`src/rtl/alu_exec_if.sv`:
```
// Handshake and operand/result bundle between the control sequencer and the execution stage.
interface alu_exec_if #(
  parameter int WIDTH = 8
);
  logic             start;
  logic [WIDTH-1:0] regA;
  logic [WIDTH-1:0] regB;
  logic [WIDTH-1:0] opcode;
  logic             busy;
  logic             done;
  logic [WIDTH-1:0] result;
  logic [3:0]       flags;

  modport master (
    output start, regA, regB, opcode,
    input  busy, done, result, flags
  );

  modport slave (
    input  start, regA, regB, opcode,
    output busy, done, result, flags
  );
endinterface

```
`src/rtl/alu_exec.sv`:
```
// Execution stage: single-cycle logic/arith ops plus iterative shift-add MUL and restoring DIV/MOD,
// result and {Z,C,N,E} flags held in a buffer register until the next completion.
module alu_exec #(
  parameter int WIDTH = 8
) (
  input  logic       clock,
  input  logic       reset,
  alu_exec_if.slave  bus
);
  localparam int CW = $clog2(WIDTH);
  localparam logic [CW-1:0] LAST = CW'(WIDTH - 1);

  typedef enum logic [1:0] {S_IDLE, S_EXEC, S_ITER, S_FINISH} state_t;

  typedef enum logic [3:0] {
    OP_ADD = 4'd0, OP_SUB = 4'd1, OP_AND = 4'd2, OP_OR  = 4'd3,
    OP_XOR = 4'd4, OP_NOT = 4'd5, OP_SHL = 4'd6, OP_SHR = 4'd7,
    OP_MUL = 4'd8, OP_DIV = 4'd9, OP_MOD = 4'd10
  } op_t;

  state_t           r_state, w_next;
  op_t              r_op;
  logic [WIDTH-1:0] r_a, r_b;
  logic [WIDTH-1:0] r_hi, r_lo;
  logic [CW-1:0]    r_cnt;
  logic [WIDTH-1:0] r_result;
  logic [3:0]       r_flags;
  logic             r_done;

  logic             w_iter_req;
  logic [WIDTH:0]   w_mul_sum;
  logic [WIDTH:0]   w_div_sh;
  logic [WIDTH:0]   w_div_sub;
  logic             w_div_ge;
  logic [WIDTH:0]   w_add;
  logic [WIDTH:0]   w_diff;
  logic [WIDTH-1:0] w_res;
  logic             w_c;
  logic             w_e;
  logic             w_unused;

  assign w_iter_req = (bus.opcode[3:0] == OP_MUL || bus.opcode[3:0] == OP_DIV ||
                       bus.opcode[3:0] == OP_MOD) && (bus.regB != '0);

  // MUL: {hi,lo} is the partial product, multiplier bits shift out of lo as product bits enter.
  // DIV/MOD: hi is the running remainder, lo shifts dividend bits out and quotient bits in.
  assign w_mul_sum = {1'b0, r_hi} + {1'b0, r_a};
  assign w_div_sh  = {r_hi, r_lo[WIDTH-1]};
  assign w_div_ge  = (w_div_sh >= {1'b0, r_b});
  assign w_div_sub = w_div_sh - {1'b0, r_b};
  assign w_add     = {1'b0, r_a} + {1'b0, r_b};
  assign w_diff    = {1'b0, r_a} - {1'b0, r_b};
  assign w_unused  = ^{bus.opcode[WIDTH-1:4], w_div_sub[WIDTH]};

  always_ff @(posedge clock or posedge reset) begin
    if (reset) r_state <= S_IDLE;
    else       r_state <= w_next;
  end

  always_comb begin
    w_next = r_state;
    case (r_state)
      S_IDLE:   if (bus.start) w_next = w_iter_req ? S_ITER : S_EXEC;
      S_EXEC:   w_next = S_IDLE;
      S_ITER:   if (r_cnt == LAST) w_next = S_FINISH;
      S_FINISH: w_next = S_IDLE;
      default:  w_next = S_IDLE;
    endcase
  end

  always_comb begin
    w_res = '0;
    w_c   = 1'b0;
    w_e   = 1'b0;
    if (r_state == S_FINISH) begin
      case (r_op)
        OP_MUL: begin
          w_res = r_lo;
          w_c   = |r_hi;
        end
        OP_MOD:  w_res = r_hi;
        default: w_res = r_lo;
      endcase
    end else begin
      case (r_op)
        OP_ADD: begin
          w_res = w_add[WIDTH-1:0];
          w_c   = w_add[WIDTH];
        end
        OP_SUB: begin
          w_res = w_diff[WIDTH-1:0];
          w_c   = w_diff[WIDTH];
        end
        OP_AND: w_res = r_a & r_b;
        OP_OR:  w_res = r_a | r_b;
        OP_XOR: w_res = r_a ^ r_b;
        OP_NOT: w_res = ~r_a;
        OP_SHL: begin
          w_res = {r_a[WIDTH-2:0], 1'b0};
          w_c   = r_a[WIDTH-1];
        end
        OP_SHR: begin
          w_res = {1'b0, r_a[WIDTH-1:1]};
          w_c   = r_a[0];
        end
        // Only a zero multiplier or divisor reaches EXEC for these three.
        OP_MUL: w_res = '0;
        OP_DIV: begin
          w_res = '1;
          w_e   = 1'b1;
        end
        OP_MOD: begin
          w_res = r_a;
          w_e   = 1'b1;
        end
        default: w_e = 1'b1;
      endcase
    end
  end

  always_ff @(posedge clock or posedge reset) begin
    if (reset) begin
      r_op     <= OP_ADD;
      r_a      <= '0;
      r_b      <= '0;
      r_hi     <= '0;
      r_lo     <= '0;
      r_cnt    <= '0;
      r_result <= '0;
      r_flags  <= '0;
      r_done   <= 1'b0;
    end else begin
      r_done <= 1'b0;
      case (r_state)
        S_IDLE: begin
          if (bus.start) begin
            r_op  <= op_t'(bus.opcode[3:0]);
            r_a   <= bus.regA;
            r_b   <= bus.regB;
            r_hi  <= '0;
            r_lo  <= (bus.opcode[3:0] == OP_MUL) ? bus.regB : bus.regA;
            r_cnt <= '0;
          end
        end
        S_ITER: begin
          r_cnt <= r_cnt + 1'b1;
          if (r_op == OP_MUL) begin
            if (r_lo[0]) begin
              r_hi <= w_mul_sum[WIDTH:1];
              r_lo <= {w_mul_sum[0], r_lo[WIDTH-1:1]};
            end else begin
              r_hi <= {1'b0, r_hi[WIDTH-1:1]};
              r_lo <= {r_hi[0], r_lo[WIDTH-1:1]};
            end
          end else begin
            r_hi <= w_div_ge ? w_div_sub[WIDTH-1:0] : w_div_sh[WIDTH-1:0];
            r_lo <= {r_lo[WIDTH-2:0], w_div_ge};
          end
        end
        S_EXEC, S_FINISH: begin
          r_result <= w_res;
          r_flags  <= {(w_res == '0), w_c, w_res[WIDTH-1], w_e};
          r_done   <= 1'b1;
        end
        default: ;
      endcase
    end
  end

  assign bus.busy   = (r_state != S_IDLE);
  assign bus.done   = r_done;
  assign bus.result = r_result;
  assign bus.flags  = r_flags;
endmodule
```
`src/flat_wrapper.sv`:
```
// flat-port wrapper written by rule: the top's interface ports become plain ports
module alu_exec_flat 
#(
  parameter int WIDTH = 8
)
  (clock, reset, bus_start, bus_regA, bus_regB, bus_opcode, bus_busy, bus_done, bus_result, bus_flags);
  alu_exec_if #(.WIDTH(WIDTH)) bus_i ();
  input  logic clock;
  input  logic reset;
  input wire logic [$bits(bus_i.start)-1:0] bus_start;
  input wire logic [$bits(bus_i.regA)-1:0] bus_regA;
  input wire logic [$bits(bus_i.regB)-1:0] bus_regB;
  input wire logic [$bits(bus_i.opcode)-1:0] bus_opcode;
  output wire logic [$bits(bus_i.busy)-1:0] bus_busy;
  output wire logic [$bits(bus_i.done)-1:0] bus_done;
  output wire logic [$bits(bus_i.result)-1:0] bus_result;
  output wire logic [$bits(bus_i.flags)-1:0] bus_flags;
  assign bus_i.start = bus_start;
  assign bus_i.regA = bus_regA;
  assign bus_i.regB = bus_regB;
  assign bus_i.opcode = bus_opcode;
  assign bus_busy = bus_i.busy;
  assign bus_done = bus_i.done;
  assign bus_result = bus_i.result;
  assign bus_flags = bus_i.flags;
  alu_exec #(.WIDTH(WIDTH)) u_core (.clock(clock), .reset(reset), .bus(bus_i));
endmodule
```
`config.mk`:
```
export PLATFORM = sky130hd
export DESIGN_NAME = alu_exec_flat
export DESIGN_NICKNAME = d
export VERILOG_FILES = /design/src/rtl/alu_exec_if.sv /design/src/rtl/alu_exec.sv /design/src/flat_wrapper.sv
export SDC_FILE = /design/constraint.sdc
export NUM_CORES = 1
export LEC_CHECK = 0
export ABC_AREA = 0
export BUFFER_PORTS_ARGS = -buffer_cell sky130_fd_sc_hd__buf_2
export CELL_PAD_IN_SITES_DETAIL_PLACEMENT = 0
export CELL_PAD_IN_SITES_GLOBAL_PLACEMENT = 1
export CORE_ASPECT_RATIO = 0.5
export CORE_MARGIN = 4
export CORE_UTILIZATION = 46
export DETAILED_ROUTE_END_ITERATION = 8
export HOLD_SLACK_MARGIN = 0.1
export PLACE_DENSITY = 0.84
export SYNTH_ARGS = -nofsm -noshare
export SYNTH_HDL_FRONTEND = slang
export SYNTH_SLANG_ARGS = --single-unit
```
`constraint.sdc`:
```
create_clock -name clock -period 3.7 [get_ports clock]
set_clock_uncertainty 0.05 [all_clocks]
set_input_delay 0.555 -clock clock [delete_from_list [all_inputs] [get_ports clock]]
set_output_delay 0.555 -clock clock [all_outputs]
set_load 0.1 [all_outputs]
```
# --- Word level (Yosys, flattened, before mapping) ---
# Index checks and enable logic that the tools add are counted.
op_classes:
  reduce_logical: 15
  n_addsub: 5
  eq_ne: 19
  n_mux: 25
  magnitude_cmp: 1
  n_bitwise: 4
op_table:
  columns: ["cell", "n"]
  rows:
  - ["8-bit two-way mux", 10]
  - ["8-bit one-hot mux with 10 select lines", 1]
  - ["8-bit one-hot mux with 2 select lines", 2]
  - ["4-bit equality test, second input constant", 6]
  - ["8-bit by 8-bit adder with 9-bit output", 2]
  - ["4-bit by 3-bit equality test with 1-bit output, second input constant", 4]
  - ["9-bit by 8-bit greater-or-equal comparator with 1-bit output", 1]
  - ["9-bit OR reduction", 1]
  - ["8-bit by 8-bit subtractor with 9-bit output", 1]
  - ["8-bit AND", 1]
  - ["4-bit by 2-bit equality test with 1-bit output, second input constant", 2]
  - ["8-bit zero test", 1]
  - ["8-bit NOT", 1]
  - ["8-bit bitwise OR", 1]
  - ["8-bit nonzero test", 1]
  - ["8-bit OR reduction", 1]
  - ["8-bit subtractor", 1]
  - ["8-bit bitwise XOR", 1]
  - ["2-bit two-way mux", 3]
  - ["2-bit one-hot mux with 3 select lines", 1]
  - ["3-bit one-hot mux with 2 select lines", 1]
  - ["2-bit AND reduction", 3]
  - ["1-bit two-way mux", 5]
  - ["2-bit equality test, second input constant", 2]
  - ["14 further kinds", 16]
word_totals:
  input_bits: 27
  out_inout_bits: 14
  reg_bits: 54

# --- Depth between registers and ports, before layout ---
# Gate-level depths: netlist (run 1).
logic_depth:
  depth_word: 7
  mapped_depth: 11
  mapped_depth_nobuf: 11

# --- Worst setup path before layout (run 1) ---
# Ideal clock, no wire load.
synth_timing:
  path_type: "reg2reg"
  startpoint: "reg u_core.r_b[1]"
  endpoint: "reg u_core.r_hi[5]"
  path_buffers: 0
  stages_incl_launch_ff: 10
  t_required_ns: 3.555
  synth_period_minus_slack_ns: 2.670
  slack_ns: 1.030
  arrival_ns: 2.525
  path_cell_list: "dfrtp_1 > inv_1 > ha_1 > nor2b_4 > o21ai_2 > a21boi_2 > o31a_4 > o41ai_4 > mux2_4 > o31ai_1"
synth_between:
  elab_chain_cells: 4
synth_rtl:
  columns: ["element", "line_no", "source"]
  rows:
  - ["from (decl)", "alu_exec.sv:23", "logic [WIDTH-1:0] r_a, r_b;"]
  - ["from (signal assigned)", "alu_exec.sv:139", "r_b <= bus.regB;"]
  - ["8-bit subtractor / 9-bit by 8-bit greater-or-equal comparator with 1-bit output (equally long branches)", "alu_exec.sv:50, alu_exec.sv:49", null]
  - ["8-bit two-way mux *", "alu_exec.sv:156", "r_hi <= w_div_ge ? w_div_sub[WIDTH-1:0] : w_div_sh[WIDTH-1:0];"]
  - ["8-bit two-way mux *", "alu_exec.sv:147", "if (r_op == OP_MUL) begin"]
  - ["8-bit one-hot mux with 2 select lines *", "alu_exec.sv:134", "case (r_state)"]
  - ["to (signal assigned)", "alu_exec.sv:149", "r_hi <= w_mul_sum[WIDTH:1];"]
  - ["to (signal assigned)", "alu_exec.sv:152", "r_hi <= {1'b0, r_hi[WIDTH-1:1]};"]
  - ["to (signal assigned)", "alu_exec.sv:156", null]
  - ["to (decl)", "alu_exec.sv:24", "logic [WIDTH-1:0] r_hi, r_lo;"]
# Mark *: on every way between the ends. The rest lies on a longest branch, timed or not.
# A chain may end at the register's enable or synchronous reset.

# --- Worst setup path after layout (run 1) ---
layout_timing:
  startpoint: "reg u_core.r_a[2]"
  endpoint: "reg u_core.r_result[6], in the netlist u_core.bus.result[6]"
layout_between:
  elab_chain_cells: 3
layout_rtl:
  columns: ["element", "line_no", "source"]
  rows:
  - ["from (decl)", "alu_exec.sv:23", null]
  - ["from (signal assigned)", "alu_exec.sv:138", "r_a <= bus.regA;"]
  - ["8-bit by 8-bit subtractor with 9-bit output / 8-bit by 8-bit adder with 9-bit output (equally long branches)", "alu_exec.sv:52, alu_exec.sv:51", null]
  - ["8-bit one-hot mux with 10 select lines *", "alu_exec.sv:85", "case (r_op)"]
  - ["8-bit two-way mux *", "alu_exec.sv:75", "if (r_state == S_FINISH) begin"]
  - ["to (signal assigned)", "alu_exec.sv:161", "r_result <= w_res;"]
  - ["to (decl)", "alu_exec.sv:26", "logic [WIDTH-1:0] r_result;"]
# Marks and branches as above.

==> impl_metrics.csv, run 1 <==
group,metric,value,unit
pwr,ir_worst_vdd,352.7,uV
critical_path,reg2reg_slack,0.68,ns
run_status,status,"finished clean",
critical_path,cp-start-kind,"flip-flop",
yosys,ys_ff_latch,53,
critical_path,path_delay_family,"compound AO/OA/AOI/OAI gates",
timing,worst_pin_slew,0.8712,ns
pwr,pwr-share-clk,0.095,
die,die_h,81.84,microns
place,io_buffers,36,
route,first_iter_violations,526,
clocking,path_clk_slew,0.08,ns
clocking,cts.path.max_buffers,2,
die,start_util,0.4819,
critical_path,timing.critical_path.from,"u_core.r_a[2]",
timing,drv_slew,0,
pwr,combPwrFrac,0.683,
clocking,cts_root_buf,"clkbuf_16",
cells_and_area,fill_cells,1043,
pwr,switching_share,0.5294,
timing,timing.final.ws_setup,0.6847,ns
yosys,syn_area_per_cell,8.319,sq um
critical_path,critPathMaxFanout,8,
die,core_area,10410,sq um
yosys,synthCells,603,
critical_path,rr_worst_depth,9,
yosys,yosysSeqAreaShare,0.2644,
route,ant_nets,0,
critical_path,critPathCaptureType,"flip-flop",
clocking,cts_hold_buf,0,
route,wl,14400,microns
cells_and_area,drive_gt1_frac,0.1394,
yosys,synth_edf_count,0,
critical_path,crit_path_cell_trace,"inv_1, ha_1, a211oi_1, nor3b_1, o22ai_1, xnor2_1, a221oi_1, a21oi_1, mux2_2",
place,gp_congestion,0.9553,
clocking,cts_made_buffers,5,
timing,setup_viol,0,
pwr,total_power,4.969,mW
cells_and_area,diodes,0,
pwr,p_leak,2.398,nW
critical_path,worstPathRequired,3.83,ns
grt,overflow,0,
timing,post-route-period-util,0.8149,
grt,track_usage,0.2333,
yosys,synth_fp_nets,676,
clocking,cts.sinks,53,
critical_path,cpPeakStageDelay,0.55,ns
pwr,power_frac_seq,0.222,
grt,antenna_found_initial,0,
grt,grt_pass1_vias,4203,
critical_path,crit_type,"reg -> reg",
critical_path,r2r-end,"u_core.bus.result[6]",
route,drt-wirelength-per-cell,19.03,microns
critical_path,endpoint,"u_core.bus.result[6]",
route,via_count,4582,
place,pre_cts_slack,0.7656,ns
pwr,p_int,2.339,mW
timing,relSlewSlack,0.4161,
timing,finalHoldViolations,0,
yosys,synth_cell_type_count,76,
die,ios,41,
critical_path,path_buf_inv,1,
cells_and_area,area_growth,7.783,%
pwr,cellPowerDensity,919.1,nW/um^2
pwr,p_switching,2.631,mW
critical_path,worstPathArrival,3.14,ns
clocking,cts_max_level,2,
die,die_x,155.7,microns
clocking,tritoncts,"yes",
timing,fmax,0.3316,GHz
timing,period_needed,3.015,ns
cells_and_area,nNetsFinal,689,
hold_path,hold_class,"in -> async",
yosys,ys.flop_type,"dfrtp_1",
timing,tns,0,ns
timing,rsz0062_at_grt,"false",
route,drt-pass1-iter-count,5,
yosys,async_flop_share,1.000,
clocking,post_cts_resized,0,
critical_path,crit_slowest_cell,"dfrtp_1",
grt,grt_max_degree,43,
run,drv_cap,0,
yosys,synth-warning-count,0,
critical_path,timing.rr.start,"u_core.r_a[2]",
clocking,post_cts_buffers,0,
clocking,clk_latency,0.30,ns
die,die-area,12740,sq um
critical_path,cp.depth,9,
route,drc,0,
yosys,syn_area,5016,sq um
route,drt-vias-per-instance,6.053,
die,std_cell_rows,26,
grt,grt_pass1_wl,23250,microns
place,hpwl,11130,microns
-- cells by family (layout without fill, tap and decap cells) --
kind of cell               Yosys count  after routing  share of synthesized area
muxes                               41             41                    0.08780
xor gates and xnor gates            14             14                    0.02444
DFF                                 53             53                     0.2644
and+or+nand+nor                    191            191                     0.1878
buffers and inverters               75             89                    0.06336
AOI/OAI and AO/OA                  183            183                     0.2514
adders and majority gates           46             46                     0.1207
-- worst min-delay path by stage --
stage                            to
2_1_floorplan       u_core.r_cnt[0]
3_3_place_gp    u_core.bus.flags[0]
3_5_place_dp   u_core.bus.result[0]
4_1_cts              u_core.r_lo[1]
5_1_grt              u_core.r_lo[1]
6_report             u_core.r_lo[2]
-- layer usage --
| layer | global-route usage | vias to the layer above | routed length, microns |
|---|---|---|---|
| met5 | 0 | - | 0 |
| met4 | 0.05764 | 0 | 259 |
| met3 | 0.04000 | 18 | 1043 |
| met2 | 0.3375 | 170 | 5908 |
| met1 | 0.3575 | 2158 | 7193 |
| li1 | - | 2236 | - |
-- registers in the layout, summed over array words and instances (netlist names) --
register and flops:
u_core.r_hi 8, u_core.r_cnt 3, u_core.bus.flags 4, u_core.r_b 8, u_core.bus.result 7, u_core.r_a 8, u_core.r_state 2, u_core.bus.done 1
u_core.r_op 4, u_core.r_lo 8
-- area by class of cell --
class / instances / area [sq um] / area share
multi-input combinational: 475 / 3372 / 0.6237
sequential: 53 / 1326 / 0.2453
timing repair buffer: 47 / 262.8 / 0.04860
tap: 140 / 175.2 / 0.03240
clock buffer: 6 / 128.9 / 0.02384
inverter: 34 / 127.6 / 0.02361
clock inverter: 2 / 13.76 / 0.002546
-- power by group through the flow --
stage,logic (mW),clock network (mW),registers [mW]
floorplan,2.35,0,1.37
global route,3.71,0.513,1.14
CTS,3.37,0.485,1.10
detailed placement,3.35,0,1.11
finish,3.39,0.474,1.10
global placement,3.31,0,1.10
-- layout by cell type, fill, tap and decap left out, types with 3 or more instances in the layout --
cell type / Yosys / routed
a21oi_1: 31 / 31
fa_1: 4 / 4
a22oi_1: 4 / 4
o21ai_1: 6 / 6
nor3b_1: 5 / 5
nand3_1: 9 / 9
nor2b_1: 13 / 13
a21o_1: 6 / 6
a31oi_1: 11 / 11
and2_1: 3 / 3
o41ai_1: 3 / 3
mux2_2: 8 / 8
dfrtp_1: 53 / 53
nand2b_1: 9 / 9
ha_1: 42 / 42
or3_1: 6 / 6
nand4_1: 3 / 3
clkbuf_16: 0 / 5
o21ai_0: 51 / 51
xnor2_1: 10 / 10
buf_2: 8 / 36
mux2_4: 4 / 4
and3_1: 3 / 3
a211oi_1: 11 / 11
nand2_1: 71 / 71
inv_1: 33 / 32
buf_4: 3 / 11
nor2_1: 34 / 34
nor4_1: 12 / 12
nor3_1: 12 / 12
o31ai_1: 5 / 5
xor2_1: 4 / 4
a221oi_1: 5 / 5
o211ai_1: 5 / 5
a32oi_1: 6 / 6
o21bai_1: 3 / 3
mux2i_1: 29 / 29
-- cells in the mapped netlist (5+ instances only) --
| cell type | number | area (sq um) |
|---|---|---|
| clkbuf_1 | 25 | 93.84 |
| o21ai_1 | 6 | 30.03 |
| nor3b_1 | 5 | 37.54 |
| nand2b_1 | 9 | 56.30 |
| nor2b_1 | 13 | 81.33 |
| nor2_1 | 34 | 127.6 |
| xnor2_1 | 10 | 87.58 |
| a32oi_1 | 6 | 52.55 |
| ha_1 | 42 | 525.5 |
| nand3_1 | 9 | 45.04 |
| a211oi_1 | 11 | 82.58 |
| a221oi_1 | 5 | 43.79 |
| dfrtp_1 | 53 | 1326 |
| o21ai_0 | 51 | 255.2 |
| a31oi_1 | 11 | 68.82 |
| mux2_2 | 8 | 90.09 |
| o211ai_1 | 5 | 37.54 |
| or3_1 | 6 | 37.54 |
| nor4_1 | 12 | 75.07 |
| mux2i_1 | 29 | 290.3 |
| buf_2 | 8 | 40.04 |
| a21oi_1 | 31 | 155.2 |
| a21o_1 | 6 | 45.04 |
| o31ai_1 | 5 | 37.54 |
| nand2_1 | 71 | 266.5 |
| inv_1 | 33 | 123.9 |
| nor3_1 | 12 | 60.06 |
-- metrics by stage --
step | std cells | utilization | area (sq um) | hold slack (ns)
CTS | 757 | 0.5194 | 5406 | 0.3477
finish | 757 | 0.5194 | 5406 | 0.3186
detailed placement | 749 | 0.5056 | 5264 | 0.4186
floorplan | 603 | - | 5016 | 0.4177
global placement | 749 | 0.5056 | 5264 | 0.4152
global route | 757 | 0.5194 | 5406 | 0.3950
-- worst register-to-register path: stages, from the launching register on --
cell	delay, ns
dfrtp_1	0.55
inv_1	0.17
ha_1	0.50
a211oi_1	0.15
nor3b_1	0.40
o22ai_1	0.18
xnor2_1	0.16
a221oi_1	0.34
a21oi_1	0.12
mux2_2	0.29
Note: power is estimated with default switching activity, not from simulation.
==> inputs of run 2 (changes only) <==
--- a/config.mk
+++ b/config.mk
@@ -11,10 +11,10 @@
 export CELL_PAD_IN_SITES_GLOBAL_PLACEMENT = 1
 export CORE_ASPECT_RATIO = 0.5
 export CORE_MARGIN = 4
-export CORE_UTILIZATION = 46
+export CORE_UTILIZATION = 42
 export DETAILED_ROUTE_END_ITERATION = 8
 export HOLD_SLACK_MARGIN = 0.1
-export PLACE_DENSITY = 0.84
+export PLACE_DENSITY = 0.81
 export SYNTH_ARGS = -nofsm -noshare
 export SYNTH_HDL_FRONTEND = slang
 export SYNTH_SLANG_ARGS = --single-unit
==> constraint.sdc (replaced) <==
create_clock -name clock -period 2.7 [get_ports clock]
set_clock_uncertainty 0.05 [all_clocks]
set_input_delay 0.405 -clock clock [delete_from_list [all_inputs] [get_ports clock]]
set_output_delay 0.405 -clock clock [all_outputs]
set_load 0.1 [all_outputs]
==> impl_metrics.csv, run 2 (synthesis results as in run 1) <==
group,metric,value,unit
grt,grt_pass1_vias,4540,
critical_path,crit_slowest_cell,"dfrtp_1",
clocking,path_clk_slew,0.08,ns
route,via_count,4763,
cells_and_area,fin_area,5947,sq um
critical_path,cp-start-kind,"flip-flop",
timing,rsz0062_at_grt,"false",
grt,antenna_found_initial,0,
route,drt-vias-per-instance,5.752,
cells_and_area,final_common_cell,"nand2_1",
critical_path,cpPeakStageDelay,0.39,ns
clocking,cts_root_buf,"clkbuf_16",
timing,worst_pin_slew,0.8070,ns
critical_path,timing.critical_path.from,"u_core.r_a[0]",
cells_and_area,area_growth,18.56,%
critical_path,r2r-end,"u_core.bus.flags[3]",
critical_path,reg2reg_slack,0.11,ns
cells_and_area,diodes,0,
critical_path,crit_type,"reg -> reg",
route,drt-wirelength-per-cell,18.77,microns
clocking,cts_max_level,2,
route,ant_nets,0,
timing,tns,0,ns
route,drt-pass1-iter-count,5,
route,first_iter_violations,452,
timing,holdWs,0.2343,ns
clocking,tritoncts,"yes",
clocking,cts_made_buffers,5,
die,ios,41,
route,wl,15540,microns
cells_and_area,nNetsFinal,741,
cells_and_area,seqCellArea,1328,sq um
grt,track_usage,0.2225,
hold_path,hold_class,"in -> async",
run,drv_cap,0,
place,io_buffers,36,
critical_path,critPathCaptureType,"flip-flop",
timing,relSlewSlack,0.4607,
timing,drv_slew,0,
cells_and_area,final_cell_mix,"nand2_1, buf_4, dfrtp_1, o21ai_0, ha_1",
route,drc,0,
clocking,cts.path.max_buffers,2,
clocking,clk_latency,0.30,ns
die,core_area,11320,sq um
run_status,status,"finished clean",
die,start_util,0.4432,
critical_path,rr_worst_depth,10,
pwr,p_leak,2.680,nW
clocking,cts.sinks,53,
cells_and_area,multiInputGateArea,3461,sq um
pwr,ir_worst_vdd,483.3,uV
place,hpwl,12100,microns
timing,finalHoldViolations,0,
grt,grt_pass1_wl,24630,microns
timing,post-route-period-util,0.9601,
die,die_h,85.28,microns
grt,grt_max_degree,54,
cells_and_area,drive_gt1_frac,0.2362,
place,gp_congestion,0.9856,
critical_path,critPathMaxFanout,4,
pwr,cellPowerDensity,1263,nW/um^2
timing,setup_viol,0,
critical_path,worstPathArrival,2.75,ns
timing,fmax,0.3857,GHz
die,std_cell_rows,27,
critical_path,timing.rr.start,"u_core.r_a[0]",
place,post_dp_cell_area,5688,sq um
critical_path,worstPathRequired,2.86,ns
die,die-area,13860,sq um
timing,period_needed,2.592,ns
critical_path,crit_path_cell_trace,"inv_1, ha_1, fa_2, buf_4, xor2_1, a221oi_1, o211ai_1, o221ai_2, nand4b_1, o32ai_2",
die,die_x,162.6,microns
cells_and_area,fill_cells,1091,
grt,overflow,0,
## run 2: metal layers
| metal | part of all wire | vias up | track usage |
|---|---|---|---|
| li1 | - | 2331 | - |
| met1 | 0.51 | 2285 | 0.3482 |
| met2 | 0.42 | 131 | 0.3265 |
| met3 | 0.059 | 16 | 0.02620 |
| met4 | 0.014 | 0 | 0.04566 |
| met5 | 0 | - | 0 |
## run 2: worst max-delay path, delay by kind of cell, from the launching register on
kind / cells / cell delay [ns]
and+or+nand+nor: 1 / 0.15
adders and majority gates: 2 / 0.59
buffers and inverters: 2 / 0.23
DFF: 1 / 0.39
AOI/OAI and AO/OA: 4 / 0.95
xor gates and xnor gates: 1 / 0.13
## run 2: final cells by class
type / count / share of cell area
Clock inverter: 3 / 0.004839
Inverter: 34 / 0.02146
Clock buffer: 5 / 0.02104
Sequential cell: 53 / 0.2232
Timing Repair Buffer: 99 / 0.1140
Tap cell: 159 / 0.03345
Multi-Input combinational cell: 475 / 0.5819
## run 2: where the power goes
part           switching (mW)  internal, mW
clock                   0.337         0.357
sequential              0.271          1.09
combinational            3.24          2.22
total                    3.85          3.67
## run 2: metrics by stage
stage | utilization | total power [mW] | cells | worst slack, ns
2_1_floorplan | - | 5.092 | 603 | 0.02962
3_3_place_gp | 0.5026 | 6.511 | 818 | 0.03526
3_5_place_dp | 0.5026 | 6.568 | 818 | 0.004992
4_1_cts | 0.5168 | 7.303 | 826 | 0.02099
5_1_grt | 0.5255 | 8.058 | 828 | 0.004636
6_report | 0.5255 | 7.514 | 828 | 0.1076
## run 2: how the worst max path moves through the flow
stage,to,slack [ns],cells after the start
floorplan,u_core.r_hi[5],0.03,9
global placement,u_core.bus.result[6],0.04,10
detailed placement,u_core.bus.result[6],0.005,10
CTS,u_core.bus.flags[3],0.02,9
global route,u_core.bus.result[6],0.005,10
finish,u_core.bus.flags[3],0.11,10
## run 2: repair_timing
action                     in CTS  in global routing
buffers inserted                0                  2
gates resized for setup         2                 19
hold buffers                    0                  0
pin swaps                       0                  7
setup endpoints to repair       2                  5
==> inputs of run 3 (changes only) <==
--- a/config.mk
+++ b/config.mk
@@ -7,9 +7,8 @@
 export LEC_CHECK = 0
 export ABC_AREA = 0
 export BUFFER_PORTS_ARGS = -buffer_cell sky130_fd_sc_hd__buf_2
-export CELL_PAD_IN_SITES_DETAIL_PLACEMENT = 0
+export CELL_PAD_IN_SITES_DETAIL_PLACEMENT = 1
 export CELL_PAD_IN_SITES_GLOBAL_PLACEMENT = 1
-export CORE_ASPECT_RATIO = 0.5
 export CORE_MARGIN = 4
 export CORE_UTILIZATION = 42
 export DETAILED_ROUTE_END_ITERATION = 8
==> impl_metrics.csv, run 3 (synthesis results as in run 1) <==
group,metric,value,unit
route,wl_met3,699,microns
timing,setup_viol,0,
die,start_util,0.4337,
grt,antenna_found_initial,0,
critical_path,cpPeakStageDelay,0.44,ns
route,drt-vias-per-instance,6.093,
clocking,cts_max_level,2,
clocking,cts.path.max_buffers,2,
place,hpwl,14140,microns
die,die-area,13760,sq um
critical_path,critPathMaxFanout,3,
critical_path,worstPathArrival,2.78,ns
route,ant_nets,0,
timing,fmax,0.3760,GHz
grt,grt_pass1_wl,29110,microns
timing,period_needed,2.659,ns
pwr,p_leak,2.723,nW
clocking,tritoncts,"yes",
route,top_layer_used,"met4",
critical_path,crit_type,"reg -> reg",
critical_path,rr_worst_depth,10,
cells_and_area,final_common_cell,"nand2_1",
grt,overflow,0,
hold_path,holdPathEnd,"u_core.r_op[2]",
critical_path,cp-start-kind,"flip-flop",
critical_path,reg2reg_slack,0.04,ns
critical_path,path_buf_inv,1,
timing,post-route-period-util,0.9849,
grt,grt_pass1_vias,5412,
route,drt-wirelength-per-cell,22.62,microns
critical_path,critPathCaptureType,"flip-flop",
route,wl_met1,7792,microns
route,first_iter_violations,283,
clocking,clk_latency,0.30,ns
run,drv_cap,0,
clocking,cts.sinks,53,
cells_and_area,area_growth,19.38,%
route,drt-pass1-iter-count,5,
route,wl_met2,9519,microns
timing,relSlewSlack,0.4742,
critical_path,crit_path_cell_trace,"ha_1, fa_2, a211oi_2, nor3b_1, buf_4, o221a_2, o21a_1, o21ai_1, o311a_1, o21ai_0",
clocking,cts_made_buffers,5,
critical_path,worstPathRequired,2.82,ns
timing,drv_slew,0,
die,std_cell_rows,39,
die,ios,41,
pwr,cellPowerDensity,1309,nW/um^2
grt,track_usage,0.2756,
hold_path,min_path_cells,3,
hold_path,min-delay-start,"bus_opcode[2]",
clocking,path_clk_slew,0.07,ns
hold_path,hold_class,"in -> reg",
critical_path,crit_slowest_cell,"dfrtp_2",
timing,rsz0062_at_grt,"true",
grt,grt_max_degree,42,
die,core_area,11560,sq um
cells_and_area,final_cell_mix,"nand2_1, buf_4, dfrtp_1, o21ai_0, ha_1",
timing,tns,0,ns
die,die_h,117.3,microns
cells_and_area,fin_area,5988,sq um
cells_and_area,diodes,0,
critical_path,path_delay_family,"compound AO/OA/AOI/OAI gates",
place,io_buffers,36,
pwr,ir_worst_vdd,841.8,uV
die,die_x,117.3,microns
cells_and_area,final_util,0.5178,
cells_and_area,drive_gt1_frac,0.2404,
place,gp_congestion,0.8894,
cells_and_area,nNetsFinal,746,
critical_path,r2r-end,"u_core.bus.flags[2]",
timing,finalHoldViolations,0,
timing,worst_pin_slew,0.7869,ns
run_status,status,"finished clean",
route,drc,0,
critical_path,timing.rr.start,"u_core.r_b[0]",
route,wl,18480,microns
route,via_count,4978,
place,post_dp_cell_area,5688,sq um
clocking,cts_root_buf,"clkbuf_16",
-- run 3: changes by cell type in the layout (fill, tap and decap cells not counted), sizes merged --
| cell | previous run | this run |
|---|---|---|
| bufinv | 0 | 1 |
| inv | 36 | 34 |
| clkbuf | 5 | 6 |
| buf | 99 | 103 |
| dlygate4sd3 | 0 | 1 |
-- run 3: power breakdown --
part | internal, mW | total, mW | switching [mW]
clock network | 0.440 | 0.749 | 0.308
registers | 1.09 | 1.39 | 0.304
logic | 2.28 | 5.70 | 3.42
total | 3.81 | 7.84 | 4.03
-- run 3: how the worst max path moves through the flow --
| stage | start | endpoint | depth (start not counted) |
|---|---|---|---|
| after floorplan | u_core.r_b[1] | u_core.r_hi[5] | 9 |
| after global placement | u_core.r_b[0] | u_core.bus.flags[2] | 10 |
| after detailed placement | u_core.r_b[1] | u_core.r_hi[0] | 10 |
| after CTS | u_core.r_a[0] | u_core.bus.flags[3] | 10 |
| after global routing | u_core.r_a[0] | u_core.bus.flags[3] | 9 |
| final | u_core.r_b[0] | u_core.bus.flags[2] | 10 |
-- run 3: final cells by class --
cell class | instances | area, sq um
Inverter | 34 | 127.6
Tap cell | 143 | 178.9
Fill cell | 1387 | 5577
Clock buffer | 6 | 128.9
Multi-Input combinational cell | 475 | 3455
Sequential cell | 53 | 1329
Clock inverter | 2 | 38.79
Timing Repair Buffer | 104 | 730.7
-- run 3: worst register-to-register path, stage by stage (launching register included) --
cell      delay (ns)
dfrtp_2         0.44
ha_1            0.25
fa_2            0.39
a211oi_2        0.28
nor3b_1         0.11
buf_4           0.15
o221a_2         0.24
o21a_1          0.17
o21ai_1         0.18
o311a_1         0.20
o21ai_0         0.08
-- run 3: repair_timing --
| action | in CTS | in global routing |
|---|---|---|
| hold buffers | 1 | 0 |
| hold endpoints to repair | 15 | 0 |
| setup buffers | 0 | 5 |
| setup endpoints to repair | 7 | 6 |
| pin swaps | 1 | 10 |
| gates cloned | 0 | 0 |
| resized for setup | 8 | 16 |
-- run 3: per-layer routing --
metal,vias to the layer above,GRT usage
li1,2337,-
met1,2487,0.3425
met2,117,0.4894
met3,37,0.03342
met4,0,0.09862
met5,-,0
-- run 3: metrics by stage --
stage | std cells | hold WS [ns] | setup WS [ns] | power (mW)
detailed placement | 803 | 0.3498 | -0.07162 | 6.806
CTS | 812 | 0.2728 | 0.009164 | 7.640
finish | 817 | 0.2747 | 0.04066 | 7.840
floorplan | 603 | 0.4177 | 0.02962 | 5.092
global route | 817 | 0.2703 | -0.1165 | 8.345
global placement | 803 | 0.3450 | -0.01732 | 6.567
